==> src/rtl/lsu_pkg.sv <==
`default_nettype none
// lsu_pkg: shared types for the load/store unit and its data-memory bridge.
// Rev 1.0
package lsu_pkg;

  typedef enum logic [1:0] {
    IDLE = 2'd0,
    REQ  = 2'd1,
    WAIT = 2'd2,
    DONE = 2'd3
  } bridge_state_t;

  typedef enum logic [1:0] {
    FC_NONE    = 2'b00,
    FC_BUS_ERR = 2'b01,
    FC_TIMEOUT = 2'b10
  } fault_cause_t;

endpackage
`default_nettype wire

==> src/rtl/dmem_timeout_ctr.sv <==
`default_nettype none
// dmem_timeout_ctr: counts response-wait cycles and flags the last allowed one.
// Rev 1.0
module dmem_timeout_ctr #(
  parameter int TIMEOUT_CYCLES = 64
) (
  input  logic clk,
  input  logic arst_n,
  input  logic clr,
  input  logic en,
  output logic expired
);

  generate
    if (TIMEOUT_CYCLES > 0) begin : g_timeout
      localparam int CNT_WIDTH = $clog2(TIMEOUT_CYCLES + 1);
      localparam logic [CNT_WIDTH-1:0] LAST = CNT_WIDTH'(TIMEOUT_CYCLES - 1);

      logic [CNT_WIDTH-1:0] cnt_q;

      // Saturates at LAST so a missed consumer can never wrap back to zero.
      always_ff @(posedge clk or negedge arst_n) begin
        if (!arst_n) begin
          cnt_q <= '0;
        end else if (clr) begin
          cnt_q <= '0;
        end else if (en && (cnt_q != LAST)) begin
          cnt_q <= cnt_q + 1'b1;
        end
      end

      assign expired = (cnt_q == LAST);
    end else begin : g_no_timeout
      logic unused_inputs;
      assign unused_inputs = ^{clk, arst_n, clr, en};
      assign expired       = 1'b0;
    end
  endgenerate

endmodule
`default_nettype wire

==> src/rtl/dmem_bridge.sv <==
`default_nettype none
// dmem_bridge: runs one LSU memory instruction as a valid/ready bus transaction,
// stalling the pipeline until the response (or a timeout) completes it. Rev 1.0
module dmem_bridge
  import lsu_pkg::*;
#(
  parameter int DATA_WIDTH     = 32,
  parameter int ADDR_WIDTH     = 32,
  parameter int TIMEOUT_CYCLES = 64
) (
  input  logic                    clk,
  input  logic                    arst_n,
  input  logic                    req_valid,
  input  logic                    req_we,
  input  logic [ADDR_WIDTH-1:0]   req_addr,
  input  logic [DATA_WIDTH-1:0]   req_wdata,
  input  logic [DATA_WIDTH/8-1:0] req_mask,
  output logic                    stall,
  output logic                    done,
  output logic [DATA_WIDTH-1:0]   rdata,
  output logic                    fault,
  output logic [1:0]              fault_cause,
  output logic                    mem_req_valid,
  input  logic                    mem_req_ready,
  output logic [ADDR_WIDTH-1:0]   mem_addr,
  output logic                    mem_we,
  output logic [DATA_WIDTH-1:0]   mem_wdata,
  output logic [DATA_WIDTH/8-1:0] mem_wmask,
  input  logic                    mem_rsp_valid,
  input  logic [DATA_WIDTH-1:0]   mem_rsp_rdata,
  input  logic                    mem_rsp_err
);

  localparam int MASK_SIZE = DATA_WIDTH / 8;

  bridge_state_t         state_q, state_d;
  fault_cause_t          fc_q, fc_d;
  logic                  we_q, we_d;
  logic [ADDR_WIDTH-1:0] addr_q, addr_d;
  logic [DATA_WIDTH-1:0] wdata_q, wdata_d;
  logic [MASK_SIZE-1:0]  mask_q, mask_d;
  logic [DATA_WIDTH-1:0] rdata_q, rdata_d;
  logic                  orphan_q, orphan_d;

  logic tmo_clr, tmo_en, tmo_expired;
  logic unused_addr_bits;

  assign unused_addr_bits = ^req_addr[1:0];

  dmem_timeout_ctr #(
    .TIMEOUT_CYCLES(TIMEOUT_CYCLES)
  ) u_timeout (
    .clk    (clk),
    .arst_n (arst_n),
    .clr    (tmo_clr),
    .en     (tmo_en),
    .expired(tmo_expired)
  );

  always_comb begin
    state_d       = state_q;
    fc_d          = fc_q;
    we_d          = we_q;
    addr_d        = addr_q;
    wdata_d       = wdata_q;
    mask_d        = mask_q;
    rdata_d       = rdata_q;
    orphan_d      = orphan_q;
    stall         = 1'b0;
    done          = 1'b0;
    mem_req_valid = 1'b0;
    tmo_clr       = 1'b0;
    tmo_en        = 1'b0;

    // The late response of a timed-out request may land in any state; swallow it.
    if (orphan_q && mem_rsp_valid) begin
      orphan_d = 1'b0;
    end

    case (state_q)
      IDLE: begin
        if (req_valid) begin
          stall   = 1'b1;
          we_d    = req_we;
          addr_d  = {req_addr[ADDR_WIDTH-1:2], 2'b00};
          wdata_d = req_wdata;
          mask_d  = req_we ? req_mask : '0;
          if (req_we && (req_mask == '0)) begin
            fc_d    = FC_NONE;
            state_d = DONE;
          end else begin
            state_d = REQ;
          end
        end
      end
      REQ: begin
        stall         = 1'b1;
        mem_req_valid = !orphan_q;
        if (!orphan_q && mem_req_ready) begin
          tmo_clr = 1'b1;
          state_d = WAIT;
        end
      end
      WAIT: begin
        stall  = 1'b1;
        tmo_en = 1'b1;
        if (mem_rsp_valid) begin
          if (!we_q) begin
            rdata_d = mem_rsp_rdata;
          end
          fc_d    = mem_rsp_err ? FC_BUS_ERR : FC_NONE;
          state_d = DONE;
        end else if (tmo_expired) begin
          fc_d     = FC_TIMEOUT;
          orphan_d = 1'b1;
          state_d  = DONE;
        end
      end
      DONE: begin
        done    = 1'b1;
        state_d = IDLE;
      end
      default: begin
        state_d = IDLE;
      end
    endcase
  end

  always_ff @(posedge clk or negedge arst_n) begin
    if (!arst_n) begin
      state_q  <= IDLE;
      fc_q     <= FC_NONE;
      we_q     <= 1'b0;
      addr_q   <= '0;
      wdata_q  <= '0;
      mask_q   <= '0;
      rdata_q  <= '0;
      orphan_q <= 1'b0;
    end else begin
      state_q  <= state_d;
      fc_q     <= fc_d;
      we_q     <= we_d;
      addr_q   <= addr_d;
      wdata_q  <= wdata_d;
      mask_q   <= mask_d;
      rdata_q  <= rdata_d;
      orphan_q <= orphan_d;
    end
  end

  assign rdata       = rdata_q;
  assign fault_cause = fc_q;
  assign fault       = (state_q == DONE) && (fc_q != FC_NONE);
  assign mem_addr    = addr_q;
  assign mem_we      = we_q;
  assign mem_wdata   = wdata_q;
  assign mem_wmask   = mask_q;

endmodule
`default_nettype wire

==> config.mk <==
export PLATFORM = sky130hd
export DESIGN_NAME = dmem_bridge
export DESIGN_NICKNAME = d
export VERILOG_FILES = /design/src/rtl/lsu_pkg.sv /design/src/rtl/dmem_timeout_ctr.sv /design/src/rtl/dmem_bridge.sv
export SDC_FILE = /design/constraint.sdc
export NUM_CORES = 1
export LEC_CHECK = 0
export ABC_CLOCK_PERIOD_IN_PS = 3500
export CAP_MARGIN = 10
export CELL_PAD_IN_SITES_DETAIL_PLACEMENT = 1
export CELL_PAD_IN_SITES_GLOBAL_PLACEMENT = 2
export CORE_MARGIN = 2
export CORE_UTILIZATION = 28
export CTS_BUF_LIST = sky130_fd_sc_hd__clkbuf_8
export DETAILED_ROUTE_END_ITERATION = 8
export PLACE_DENSITY_LB_ADDON = 0.08
export SLEW_MARGIN = 40
export SYNTH_ARGS = -nofsm -noshare
export SYNTH_HDL_FRONTEND = slang
export SYNTH_SLANG_ARGS = --single-unit
==> constraint.sdc <==
create_clock -name clk -period 3.5 [get_ports clk]
set_input_delay 0.7 -clock clk [delete_from_list [all_inputs] [get_ports clk]]
set_output_delay 0.7 -clock clk [all_outputs]
set_load 0.02 [all_outputs]
**Word-level counts from Yosys, hierarchy flattened**

Index checks and enable logic that the tools add are counted.

- Bits in registers: 111
- Bits in latches: 0
- RAM bits: 0
- Memory bits (read-only): 0
- Bits of input ports: 107
- Output and inout port bits: 107
- Word-level logic and storage cells: 62
- Memories kept: 0

- $add $sub $neg: 1
- Multipliers: 0
- Divide/modulo/power cells: 0
- $lt $le $gt $ge: 0
- Equality and inequality tests: 9
- Shifts and indexed selects: 0
- Multiplexer cells: 26
- Bitwise logic cells: 1
- Reductions and logical operators: 16

Operators with widths:

| operator | count |
|---|---|
| 2-to-1 mux 2 bit | 9 |
| 2-to-1 mux 7 bit | 2 |
| 2-to-1 mux 1 bit | 11 |
| one-hot mux 2 bit (4 select lines) | 1 |
| adder 7 x 1 -> 7 bit (second input constant) | 1 |
| equality test 7 x 6 -> 1 bit (second input constant) | 1 |
| != test 7 x 6 -> 1 bit (second input constant) | 1 |
| != test 2 bit (second input constant) | 3 |
| AND reduction 3 bit | 2 |
| nonzero test 2 bit | 3 |
| logical AND 1 bit | 5 |
| equality test 2 bit (second input constant) | 2 |
| logical NOT 4 bit | 1 |
| 2-to-1 mux 4 bit | 1 |
| one-hot mux 2 bit (2 select lines) | 1 |
| AND reduction 4 bit | 1 |
| != test 3 bit (second input constant) | 1 |
| equality test 2 x 1 -> 1 bit (second input constant) | 1 |
| logical NOT 2 bit | 1 |
| one-hot mux 1 bit (2 select lines) | 1 |
| AND reduction 2 bit | 1 |
| OR reduction 2 bit | 1 |
| logical NOT 1 bit | 1 |
| inverter 1 bit | 1 |

**Longest topological paths before layout**

Gate-level depths: netlist of the first run.

- Word-level depth: 5
- Gate-level depth with buffers: 7
- Gate-level depth less buffers: 6

**Modules after synthesis**

From an unflattened synthesis of the first run, not the netlist that was laid out.

- Cells, all modules: 303
- Area total of the unflattened synthesis: 4640.7 sq um

Modules (own cells, without submodules):

| module | times used | cells each | area each (sq um) | sequential area each (sq um) |
|---|---|---|---|---|
| dmem_bridge | 1 | 265 | 4231.6 | 2602.5 |
| dmem_timeout_ctr | 1 | 38 | 409.1 | 175.2 |

**Worst setup path after synthesis of the first run**

Ideal clock, no wire load.

- Kind: register to output
- Start: register state_q[0]
- End: output stall
- Arrival: 1.472 ns
- Data required time: 2.800 ns
- Path slack: 1.328 ns
- Cell stages (with the launch flop): 6
- Path buffers: 1
- Cells stage by stage: dfrtp_1 -> inv_1 -> ha_1 -> nand2_1 -> clkbuf_1 -> a21oi_1

- Word-level cells in the longest chain between the ends: 3
- Elaborated cells on any way between the ends: 5
- Those cells by class: eq/ne: 2; mux: 1; reduce/logical: 2

Ends and longest elaborated chain:

| item | RTL line | source |
|---|---|---|
| start: declaration | dmem_bridge.sv:36 | `bridge_state_t state_q, state_d;` |
| start signal: assignment | dmem_bridge.sv:140 | `state_q <= state_d;` |
| equality test 2 bit or equality test 2 x 1 -> 1 bit (tied branches) | dmem_bridge.sv:80 | `case (state_q)` |
| OR reduction 2 bit (no source line) | n/a |  |
| one-hot mux 1 bit (2 select lines) * | dmem_bridge.sv:80 |  |
| end: declaration | dmem_bridge.sv:18 | `output logic stall,` |

Mark *: on every way between the ends. The rest lies on a longest branch, timed or not.

**Final worst setup path of the first run**

Same ends and word-level chain as after synthesis.

==> results.toml, run 1 <==
[sta]
fmax_mhz = 360
period_share_pct = 79.4
worst_pin_slew_ps = 655
maxSlewViolCount = 0
timing.setup.tns_ps = 0
setup_viol = 0
fin_skew_ps = 4.79
maxSlewHeadroom_pct = 56.3
rsz0062_at_grt = "no"
hold_viol_final = 0
timing.final.crit_period_ps = 2780

[route]
firstDrtPassIters = 4
via_per_inst = 4.38
dr_total_vias = 3158
avgRoutedWirePerCell_microns = 16.4
drc = 0
wirelength_microns = 11800
antenna_left = 0
drt_iter0_drc = 65

[pwr]
p_clk_share_pct = 12.8
p_switching_uw = 2290
vdd_drop_max_mv = 0.484
p_comb_share_pct = 52.4
leakagePower_uw = 0.00289
power.density_nw_per_um2 = 907
switching_share_pct = 36.4
p_int_uw = 4010
pwr-share-seq_pct = 34.8

[worst_setup_path]
arrival_ps = 2080
cp-end-kind = "output port"
crit_path_start_kind = "flop"
required_ps = 2800
worstPathMaxFanout = 4
path_class = "flop to output port"

[yosys]
yosys_warnings = 0
synth_top_area_share_pct = 63.0
synthTopCellsByArea = "dfrtp_1, mux2_2, ha_1"
synth_edf_count = 0
netlist_instances = 295
yosys.area.top_type = "dfrtp_1"
synth-seq-cells = 111
synth.most_common_cell = "dfrtp_1"
netlist_area_sq_um = 4410
netlist_top_cells_count = "dfrtp_1, mux2_2, nand2_1"
synthFlopType = "dfrtp_1"
ys_types = 34
async_flop_share_pct = 100
yosysSeqAreaShare_pct = 63.0
avgSynthCellArea_sq_um = 15.0

[clock_tree]
cts_buffer_depth = 2
clk_latency_ps = 380
cts_made_buffers = 9
cts.htree.levels = 3
path_clk_slew_ps = 100
cts-hold-fix-buffers = 0
cts_tree = "done"
postCtsSetupRepairBufs = 0
cts_num_sinks = 111
cts_root_buf = "clkbuf_8"
ctsResizeCount = 0

[floorplanning]
pin_count = 214
num_rows = 45
design.die.area_sq_um = 16800
core_sq_um = 15300
die_width_microns = 130
start_util_pct = 28.8
die_h_microns = 130

[min_path]
hp-class = "input port to async pin"

[grt]
grt_max_degree = 74
grt_pass1_vias = 3499
grt-ovfl-total = 0
grt_first_pass_wirelength_microns = 18500
grtUsageTotal_pct = 14.5
antenna_found_initial = 0

[final_layout]
n_antenna_cell = 0
post-route-util_pct = 45.3
drive_above_1_share_pct = 23.9
nNetsFinal = 618
synthToLayoutAreaGrowth_pct = 57.4

[placement]
hpwl_microns = 8740
gp_congestion = 0.709
port_buffers = 209

[run_status]
status = "complete, no violations"

[job]
max_cap_violations = 0
metrics by stage:
| step | instance area (sq um) | power (uW) | instances | setup slack [ps] | hold WS, ps |
|---|---|---|---|---|---|
| after detailed placement | 6740 | 5580 | 705 | 704 | 489 |
| after global routing | 6940 | 6720 | 721 | 556 | 279 |
| after global placement | 6730 | 5510 | 705 | 722 | 475 |
| final | 6940 | 6300 | 721 | 722 | 277 |
| after CTS | 6940 | 6430 | 721 | 655 | 278 |
| after floorplan | 4420 | 3920 | 296 | 1330 | 404 |
critical path, cell delays in order, from the launching register on:
cell and delay (ps):
dfrtp_1 410, inv_1 130, ha_1 290, nand2_2 90
a21oi_1 140, clkdlybuf4s50_1 620
final timing paths:
kind | start | endpoint | slack, ps | cells after the start
max | state_q[0] | stall | 720 | 5
max in group asynchronous | arst_n | mem_wdata[6] | 2450 | 2
max reg2reg | state_q[0] | mem_wdata[26] | 1530 | 5
min | arst_n | state_q[0] | 280 | 1
min reg2reg | mem_wmask[0] | mem_wmask[0] | 510 | 2
min in group clk | mem_wmask[0] | mem_wmask[0] | 510 | 2
power by group through the flow:
stage,sequential [uW],clock (uW),combinational [uW]
after global placement,2190,0,3320
after global routing,2290,907,3520
final,2200,805,3300
after CTS,2210,852,3360
after detailed placement,2230,0,3350
after floorplan,2940,0,982
placed cells by master (no fill, tap or decap), drive strengths merged:
cell type | synthesis | routed
conb | 1 | 2
nand3b | 2 | 2
nor3 | 1 | 1
nand3 | 1 | 1
nor2b | 2 | 2
a311oi | 1 | 1
and3 | 2 | 2
nand2b | 2 | 2
clkbuf | 2 | 10
inv | 6 | 7
mux2 | 97 | 97
a22oi | 1 | 1
clkdlybuf4s50 | 0 | 208
o21ai | 12 | 12
and2 | 1 | 1
nand2 | 11 | 11
o221a | 1 | 1
xor2 | 2 | 2
nor2 | 7 | 7
o21a | 1 | 1
clkinvlp | 0 | 2
or4 | 2 | 2
mux2i | 1 | 1
bufinv | 0 | 1
or3 | 2 | 2
o211ai | 1 | 1
nand4b | 2 | 2
a21oi | 5 | 5
ha | 6 | 6
dfrtp | 111 | 111
buf | 12 | 4
clkinv | 0 | 2
registers in the layout (all words and copies together) (netlist names):
name,flops
orphan_q,1
mem_we,1
state_q,2
u_timeout.g_timeout.cnt_q,7
mem_wmask,4
mem_wdata,32
fault_cause,2
rdata,32
mem_addr,30
kinds of logic (layout without fill, tap and decap cells):
kind of cell,count (synthesis),after routing,share of synthesized area [%]
multiplexers,98,98,25.1
buffers and inverters,20,234,2.16
AO/OA/AOI/OAI,22,22,3.43
flip-flops,111,111,63.0
other,1,2,0.0850
XOR/XNOR,2,2,0.397
AND/OR/NAND/NOR,35,35,4.20
adder cells (fa/ha/maj),6,6,1.70
layer usage:
metal | vias up | part of all wire, % | track usage (%)
met2 | 114 | 51 | 24.4
met5 | - | 0 | 0
met4 | 0 | 0.77 | 3.42
li1 | 1446 | - | -
met1 | 1590 | 37 | 16.1
met3 | 8 | 11 | 8.30
cell type report:
| cell class | instances | area (sq um) |
|---|---|---|
| clock buffer | 10 | 138 |
| clock inverter | 6 | 67.6 |
| fill | 1625 | 8370 |
| inverter | 6 | 22.5 |
| multi-input combinational | 165 | 1550 |
| sequential | 111 | 2780 |
| tap | 211 | 264 |
| timing repair buffer | 212 | 2130 |
No activity file was read; power rests on OpenSTA's default activity.
==> run 2: changes to the inputs <==
Settings changed: ABC_CLOCK_PERIOD_IN_PS 3500 to 2450, CORE_UTILIZATION 28 to 24.
Clock period 3.5 ns to 2.45 ns, I/O delays scaled along.
==> run 2 against run 1 <==
  * Clock power grew 44%
  * Design area grew 0.87%
  * Sequential power grew 43%
  * Critical path type unchanged
  * Largest cell class unchanged
==> results.toml, run 2 (synthesized netlist as in run 1, its figures left out) <==
[floorplanning]
core_sq_um = 18000
design.die.area_sq_um = 19500
die_h_microns = 140
die_width_microns = 140
start_util_pct = 24.5
num_rows = 49
pin_count = 214

[placement]
placed_cells = 725
gp_congestion = 0.708
port_buffers = 209
hpwl_microns = 8490

[final_layout]
drive_above_1_share_pct = 24.2
fin_cells = 741
layout_commonest_cell = "clkdlybuf4s50_1"
nNetsFinal = 620
n_antenna_cell = 0
synthToLayoutAreaGrowth_pct = 58.7
mostFrequentLayoutCells = "clkdlybuf4s50_1, dfrtp_1, mux2_2"

[route]
wirelength_microns = 11900
drc = 0
firstDrtPassIters = 4
antenna_left = 0
drt_iter0_drc = 73
dr_total_vias = 3158
avgRoutedWirePerCell_microns = 16.1
via_per_inst = 4.26

[sta]
rsz0062_at_grt = "no"
maxSlewViolCount = 0
hold_viol_final = 0
fmax_mhz = 434
timing.setup.tns_ps = 0
maxSlewHeadroom_pct = 55.0
timing.final.crit_period_ps = 2310
period_share_pct = 94.1
setup_viol = 0
fin_skew_ps = 7.57
worst_pin_slew_ps = 675

[grt]
grt_max_degree = 112
grt-ovfl-total = 0
grt_first_pass_wirelength_microns = 19000
antenna_found_initial = 0
grtUsageTotal_pct = 12.5
grt_pass1_vias = 3501

[worst_setup_path]
required_ps = 1960
cp-end-kind = "output port"
crit_path_start_kind = "flop"
path_class = "flop to output port"
worstPathMaxFanout = 4
arrival_ps = 1820

[clock_tree]
cts_root_buf = "clkbuf_8"
cts_made_buffers = 9
clk_latency_ps = 380
path_clk_slew_ps = 100
cts_tree = "done"
cts_buffer_depth = 2
cts_num_sinks = 111
cts.htree.levels = 3

[job]
max_cap_violations = 0

[pwr]
vdd_drop_max_mv = 0.436
power.density_nw_per_um2 = 1300
leakagePower_uw = 0.00293

[run_status]
status = "complete, no violations"

[min_path]
hp-class = "input port to async pin"
[run 2: timing repair]
item | 4_1_cts | 5_1_grt
setup buffers | 0 | 0
gates resized for setup | 2 | 0
endpoints found under the setup margin | 2 | 0
hold buffers | 0 | 0
[run 2: worst max-delay path, stage by stage (launching register included)]
cell and delay, ps:
dfrtp_1 410, ha_1 270, o21a_1 150, clkdlybuf4s50_1 610
[run 2: routing by layer]
layer  share of wire, %  vias up  global-route usage [%]
met5                  0        -                       0
met4                1.3        0                    4.74
met3                 12        9                    6.71
met2                 44      142                    18.4
met1                 43     1558                    15.4
li1                   -     1449                       -
[run 2: cell type report]
cell class | count | area (sq um)
Fill cell | 1915 | 11000
Inverter | 6 | 22.5
Multi-Input combinational cell | 165 | 1550
Clock buffer | 10 | 138
Sequential cell | 111 | 2780
Timing Repair Buffer | 214 | 2160
Clock inverter | 6 | 66.3
Tap cell | 229 | 287
[run 2: worst paths after layout]
check	from	depth (start not counted)	slack, ps	endpoint
worst max-delay path	state_q[1]	3	140	fault
worst min-delay path	arst_n	2	130	state_q[1]
worst max register to register	state_q[0]	5	570	state_q[1]
worst min register to register	mem_wmask[1]	2	490	mem_wmask[1]
max in group asynchronous	arst_n	2	1760	mem_addr[21]
min in group clk	mem_wmask[1]	2	490	mem_wmask[1]
[run 2: power by group]
group	leakage, uW	internal [uW]	switching, uW	total, uW
Combinational	0.00148	2530	2240	4770
Sequential	0.00134	2710	438	3140
Clock	0.000107	508	652	1160
Total	0.00293	5740	3330	9070
[run 2: per-stage QoR]
stage / utilization [%] / total power, uW / worst slack (ps) / hold slack, ps / instance area, sq um
final: 38.9 / 9070 / 144 / 127 / 7000
after global placement: 37.7 / 7940 / 79.1 / 468 / 6800
after detailed placement: 37.7 / 8030 / 61.9 / 475 / 6800
after floorplan: - / 5600 / 488 / 194 / 4420
after global routing: 38.9 / 9630 / 16.6 / 197 / 7000
after CTS: 38.9 / 9230 / 98.2 / 193 / 7000
==> run 3: changes to the inputs <==
Settings changed: CORE_UTILIZATION 24 to 25, SYNTH_HIERARCHICAL set to 1.
==> run 3 against run 2 <==
  * Global-route usage is 0.75 points higher
  * Largest power group unchanged
  * Core utilization is 1.2 points higher
  * Sequential share of layout area is 1.3 points lower
  * Clock-buffer cell count is 1 lower
  * Highest routed layer unchanged
==> results.toml, run 3 <==
[floorplanning]
design.die.area_sq_um = 19700
die_width_microns = 140
pin_count = 214
core_sq_um = 18100
num_rows = 49
start_util_pct = 25.7
die_h_microns = 140

[pwr]
switching_share_pct = 36.1
power.density_nw_per_um2 = 1300
p_int_uw = 6010
p_comb_share_pct = 53.2
leakagePower_uw = 0.00315
vdd_drop_max_mv = 0.471
pwr-share-seq_pct = 33.9
p_clk_share_pct = 12.9
p_switching_uw = 3400

[yosys]
yosysSeqAreaShare_pct = 59.9
netlist_top_cells_count = "dfrtp_1, mux2_2, mux2_4"
synthFlopType = "dfrtp_1"
synth.most_common_cell = "dfrtp_1"
ys_types = 41
synth_top_area_share_pct = 59.9
synth_edf_count = 0
netlist_instances = 303
yosys.area.top_type = "dfrtp_1"
async_flop_share_pct = 100
avgSynthCellArea_sq_um = 15.3
netlist_area_sq_um = 4640
yosys_warnings = 6
synthTopCellsByArea = "dfrtp_1, mux2_2, mux2_4"
synth-seq-cells = 111

[placement]
gp_congestion = 0.722
hpwl_microns = 9610
place_ws_ps = 139
port_buffers = 209

[sta]
timing.setup.tns_ps = 0
timing.final.crit_period_ps = 2220
period_share_pct = 90.8
maxSlewHeadroom_pct = 66.5
setup_viol = 0
maxSlewViolCount = 0
hold_viol_final = 0
fin_hold_ws_ps = 50.4
worst_pin_slew_ps = 502
fin_skew_ps = 6.80
worst_slack_ps = 225
fmax_mhz = 449
rsz0062_at_grt = "no"

[worst_setup_path]
reg2reg_to = "state_q[1]"
arrival_ps = 1730
r2r_setup_slack_ps = 450
crit_start = "state_q[1]"
path_class = "flop to output port"
worstPathMaxFanout = 4
crit_path_start_kind = "flop"
crit-reg2reg-launch = "u_timeout/g_timeout.cnt_q[0]"
cp-endpoint = "fault"
worst-r2r-cell-count = 7
cp-end-kind = "output port"
required_ps = 1960

[job]
max_cap_violations = 0

[final_layout]
layout_commonest_cell = "clkdlybuf4s50_1"
drive_above_1_share_pct = 25.3
mostFrequentLayoutCells = "clkdlybuf4s50_1, dfrtp_1, mux2_2"
nNetsFinal = 633
n_antenna_cell = 0
synthToLayoutAreaGrowth_pct = 56.2

[clock_tree]
cts_num_sinks = 111
cts.htree.levels = 3
ctsResizeCount = 2
cts_buffer_depth = 2
cts_tree = "done"
cts_root_buf = "clkbuf_8"
clk_latency_ps = 380
postCtsSetupRepairBufs = 0
cts-hold-fix-buffers = 0
path_clk_slew_ps = 100
cts_made_buffers = 9

[grt]
grt_first_pass_wirelength_microns = 20300
grt_pass1_vias = 3647
grt_max_degree = 45
grtUsageTotal_pct = 13.2
antenna_found_initial = 0
grt-ovfl-total = 0

[route]
firstDrtPassIters = 4
drc = 0
drt_iter0_drc = 55
antenna_left = 0
via_per_inst = 4.31
dr_total_vias = 3252
avgRoutedWirePerCell_microns = 17.0
wirelength_microns = 12800

[min_path]
hp-class = "input port to async pin"

[run_status]
status = "complete, no violations"
[run 3: layout make-up]
| cell class | instances | area [sq um] |
|---|---|---|
| repair buffers | 218 | 2190 |
| well taps | 229 | 287 |
| clock buffers | 9 | 124 |
| flip-flops and latches | 111 | 2780 |
| multi-input cells | 173 | 1750 |
| clock inverters | 7 | 88.8 |
| fillers | 1906 | 10800 |
| inverters | 7 | 26.3 |
[run 3: cells by family after synthesis]
family	after synthesis	synth area share, %
adder cells (fa/ha/maj)	6	1.62
other	1	0.0808
multiplexers	101	27.0
flip-flops	111	59.9
AO/OA/AOI/OAI	25	3.99
AND/OR/NAND/NOR	39	4.99
buffers and inverters	20	2.45
[run 3: worst min-delay path by stage]
| stage | cells past startpoint | end | slack (ps) | from |
|---|---|---|---|---|
| after floorplan | 0 | fault_cause[0] | 190 | arst_n |
| after global placement | 2 | mem_wmask[3] | 470 | mem_wmask[3] |
| after detailed placement | 1 | fault_cause[0] | 490 | arst_n |
| after CTS | 1 | fault_cause[0] | 50 | arst_n |
| after global routing | 1 | fault_cause[0] | 50 | arst_n |
| final | 1 | fault_cause[0] | 50 | arst_n |
[run 3: critical path, cell delays in order, from the launching register on]
cell             delay (ps)
dfrtp_1                 410
ha_1                    230
o21a_1                  130
clkdlybuf4s50_1         590
[run 3: per-stage QoR]
| stage | std cells | instance area, sq um | power (uW) | util, % |
|---|---|---|---|---|
| after detailed placement | 738 | 7040 | 8320 | 38.9 |
| after CTS | 754 | 7250 | 9590 | 40.1 |
| after global placement | 738 | 7040 | 8230 | 38.9 |
| after global routing | 754 | 7250 | 10000 | 40.1 |
| after floorplan | 304 | 4640 | 5870 | - |
| final | 754 | 7250 | 9410 | 40.1 |
[run 3: layer usage]
layer	wire, microns	global-route usage (%)	part of all wire (%)	vias to the layer above
li1	-	-	-	1480
met1	5120	15.3	40	1628
met2	6070	21.5	47	138
met3	1520	7.62	12	6
met4	95	2.55	0.74	0
met5	0	0	0	-
[run 3: power groups by stage]
stage | Combinational (uW) | Clock (uW) | Sequential [uW]
finish | 5010 | 1210 | 3190
global route | 5330 | 1360 | 3330
CTS | 5100 | 1290 | 3200
detailed placement | 5090 | 0 | 3230
global placement | 5060 | 0 | 3170
floorplan | 1640 | 0 | 4230
==> RTL change (config.mk and constraints of run 2) <==
Encoding of `bridge_state_t`: now one-hot (4 bits for 4 states).
--- a/src/rtl/lsu_pkg.sv
+++ b/src/rtl/lsu_pkg.sv
@@ -3,11 +3,11 @@
 // Rev 1.0
 package lsu_pkg;
 
-  typedef enum logic [1:0] {
-    IDLE = 2'd0,
-    REQ  = 2'd1,
-    WAIT = 2'd2,
-    DONE = 2'd3
+  typedef enum logic [3:0] {
+    IDLE = 4'b0001,
+    REQ  = 4'b0010,
+    WAIT = 4'b0100,
+    DONE = 4'b1000
   } bridge_state_t;
 
   typedef enum logic [1:0] {
Formal check against the unedited RTL: no difference found for any inputs over 10 cycles, from zero or initial values and one cycle with arst_n low; not proved beyond that.
==> RTL change against run 2 <==
  * Global-route usage is 2.4 points higher
  * Setup slack got worse by 0.028 ns
  * Area after synthesis increased by 3.3%
  * Sequential cell count is 2 higher
  * Power grew 2.3%
  * Final area is 5.6% higher
  * Clock skew grew 0.0031 ns
  * Die area increased by 3.2%
  * Non-clock buffer count rose by 9
  * Sequential power increased by 1%
  * Routed wire length grew 21%
  * Largest power group unchanged
==> RTL change: results (changes against run 2) <==
* Worst vdd ir at 0.401 mV (-8.0%)
* Post-Synth Adder-Cell Area at 0.00275 (-0.0143)
* Clock Latency Late Sink at 0.42 ns (+0.04 ns)
* Placed cell count at 861 (+19%)
* Cts bufs inserted at 17 (+8)
* Gpl congestion at 0.728 (+2.8%)
* Final WL at 14400 um (+21%)
* Final nets at 754 (+22%)
* Fillers at 2052 (+7.2%)
* Net load switching power at 3490 uW (+5.0%)
* Layout cells sized above 1 at 0.135 (-0.107)
* R2R depth at 6 (+1)
* Post-synth cell types at 39 (+15%)
* Met2 WL post-DR at 6660 um (+28%)
* Placed cell areas at 6980 um^2 (+2.7%)
* DP HPWL at 10400 um (+22%)
* Number of global-route vias before repair at 4126 (+18%)
* P_comb at 4300 uW (-9.9%)
* IO Port Bufs at 209 (unchanged)
* Syn avg cell area at 10.8 um^2 (-28%)
* WL met1 at 6420 um (+25%)
* Via density at 4.22 (-1.0%)
* Slew headroom at 0.468 (-0.0818)
* DR WL met3 at 1220 um (-15%)
* Critical Path Fanout Max at 5 (+1)
* Pwr Density at 1250 nW/um^2 (-3.1%)
* Outcome: finished clean
* Worst path max stage delay at 0.65 ns (+0.04 ns)
* Complex-gate fraction of the synthesized area at 0.0214 (-0.0129)
* H-tree depth at 4 (+1)
* Layout Cells excl Fill at 894 (+21%)
* Clock skew at 0.0107 ns (+0.00311 ns)
* Leakage at 0.00359 uW (+22%)
* Initial drt markers at 154 (+110%)
* Ranking of synthesized cells by area: dfrtp_1 62%, nand2_1 17%, mux2_4 9.9%
* First-pass GRT wire length at 23000 um (+21%)
* Synth top cells by count: 203 x nand2_1, 112 x dfrtp_1, 30 x mux2_4
* Mux cell area share after synthesis at 0.106 (-0.145)
* Reg clk slew, reported paths at 0.07 ns (-0.03 ns)
* Tot GR Track Use at 0.149 (+0.0237)
* Seq. pwr at 3180 uW (+1%)
* Register area share after synthesis at 0.621 (-0.00880)
* Initial antenna violation count at 1 (+1)
* CP arrival at 1.84 ns (+0.02 ns)
* Largest net degree at the start of global routing at 69 (-38%)
* Xor/xnor share of the synthesized area at 0.00769 (+0.00372)
-- RTL change: cell types whose count changed after synthesis, sizes merged, moves of 3 or more --
cell,run 2,this run
mux2,97,32
clkbuf,2,9
nor4b,0,3
ha,6,1
nand2,11,203
o21ai,12,4
nand3,1,7
a21oi,5,1
-- RTL change: stage by stage --
step           utilization  worst slack, ns
2_1_floorplan            -           0.0709
3_3_place_gp         0.375          -0.0650
3_5_place_dp         0.375          -0.0603
4_1_cts              0.397           0.0406
5_1_grt              0.396           0.0238
6_report             0.397            0.117
-- RTL change: final cells by class --
cell class	count	share of cell area
sequential	113	0.383
timing repair buffer	223	0.300
multi-input combinational	286	0.221
tap	234	0.0396
clock buffer	18	0.0335
clock inverter	14	0.0200
inverter	5	0.00254
antenna	1	0.000338
-- RTL change: path summary, 6_finish.rpt --
| check | from | endpoint | slack (ns) |
|---|---|---|---|
| max | state_q[1]$_DFFE_PN0P_ | done | 0.12 |
| min reg2reg | mem_wmask[0]$_DFFE_PN0P_ | mem_wmask[0]$_DFFE_PN0P_ | 0.47 |
| min in group clk | mem_wmask[0]$_DFFE_PN0P_ | mem_wmask[0]$_DFFE_PN0P_ | 0.47 |
| max reg2reg | state_q[1]$_DFFE_PN0P_ | rdata[6]$_DFFE_PN0P_ | 0.33 |
| max in group asynchronous | arst_n | rdata[20]$_DFFE_PN0P_ | 1.61 |
| min | arst_n | mem_addr[16]$_DFFE_PN0P_ | 0.05 |
-- RTL change: what timing repair did --
item                                    in CTS  in global routing
endpoints found under the hold margin        0                  0
pin swaps                                    0                  0
resized for setup                           11                  2
endpoints found under the setup margin       4                  1
-- RTL change: layer usage --
metal,vias to the layer above,global-route usage
met1,1833,0.189
met3,7,0.0648
met4,0,0.0395
li1,1793,-
met2,138,0.231
met5,-,0
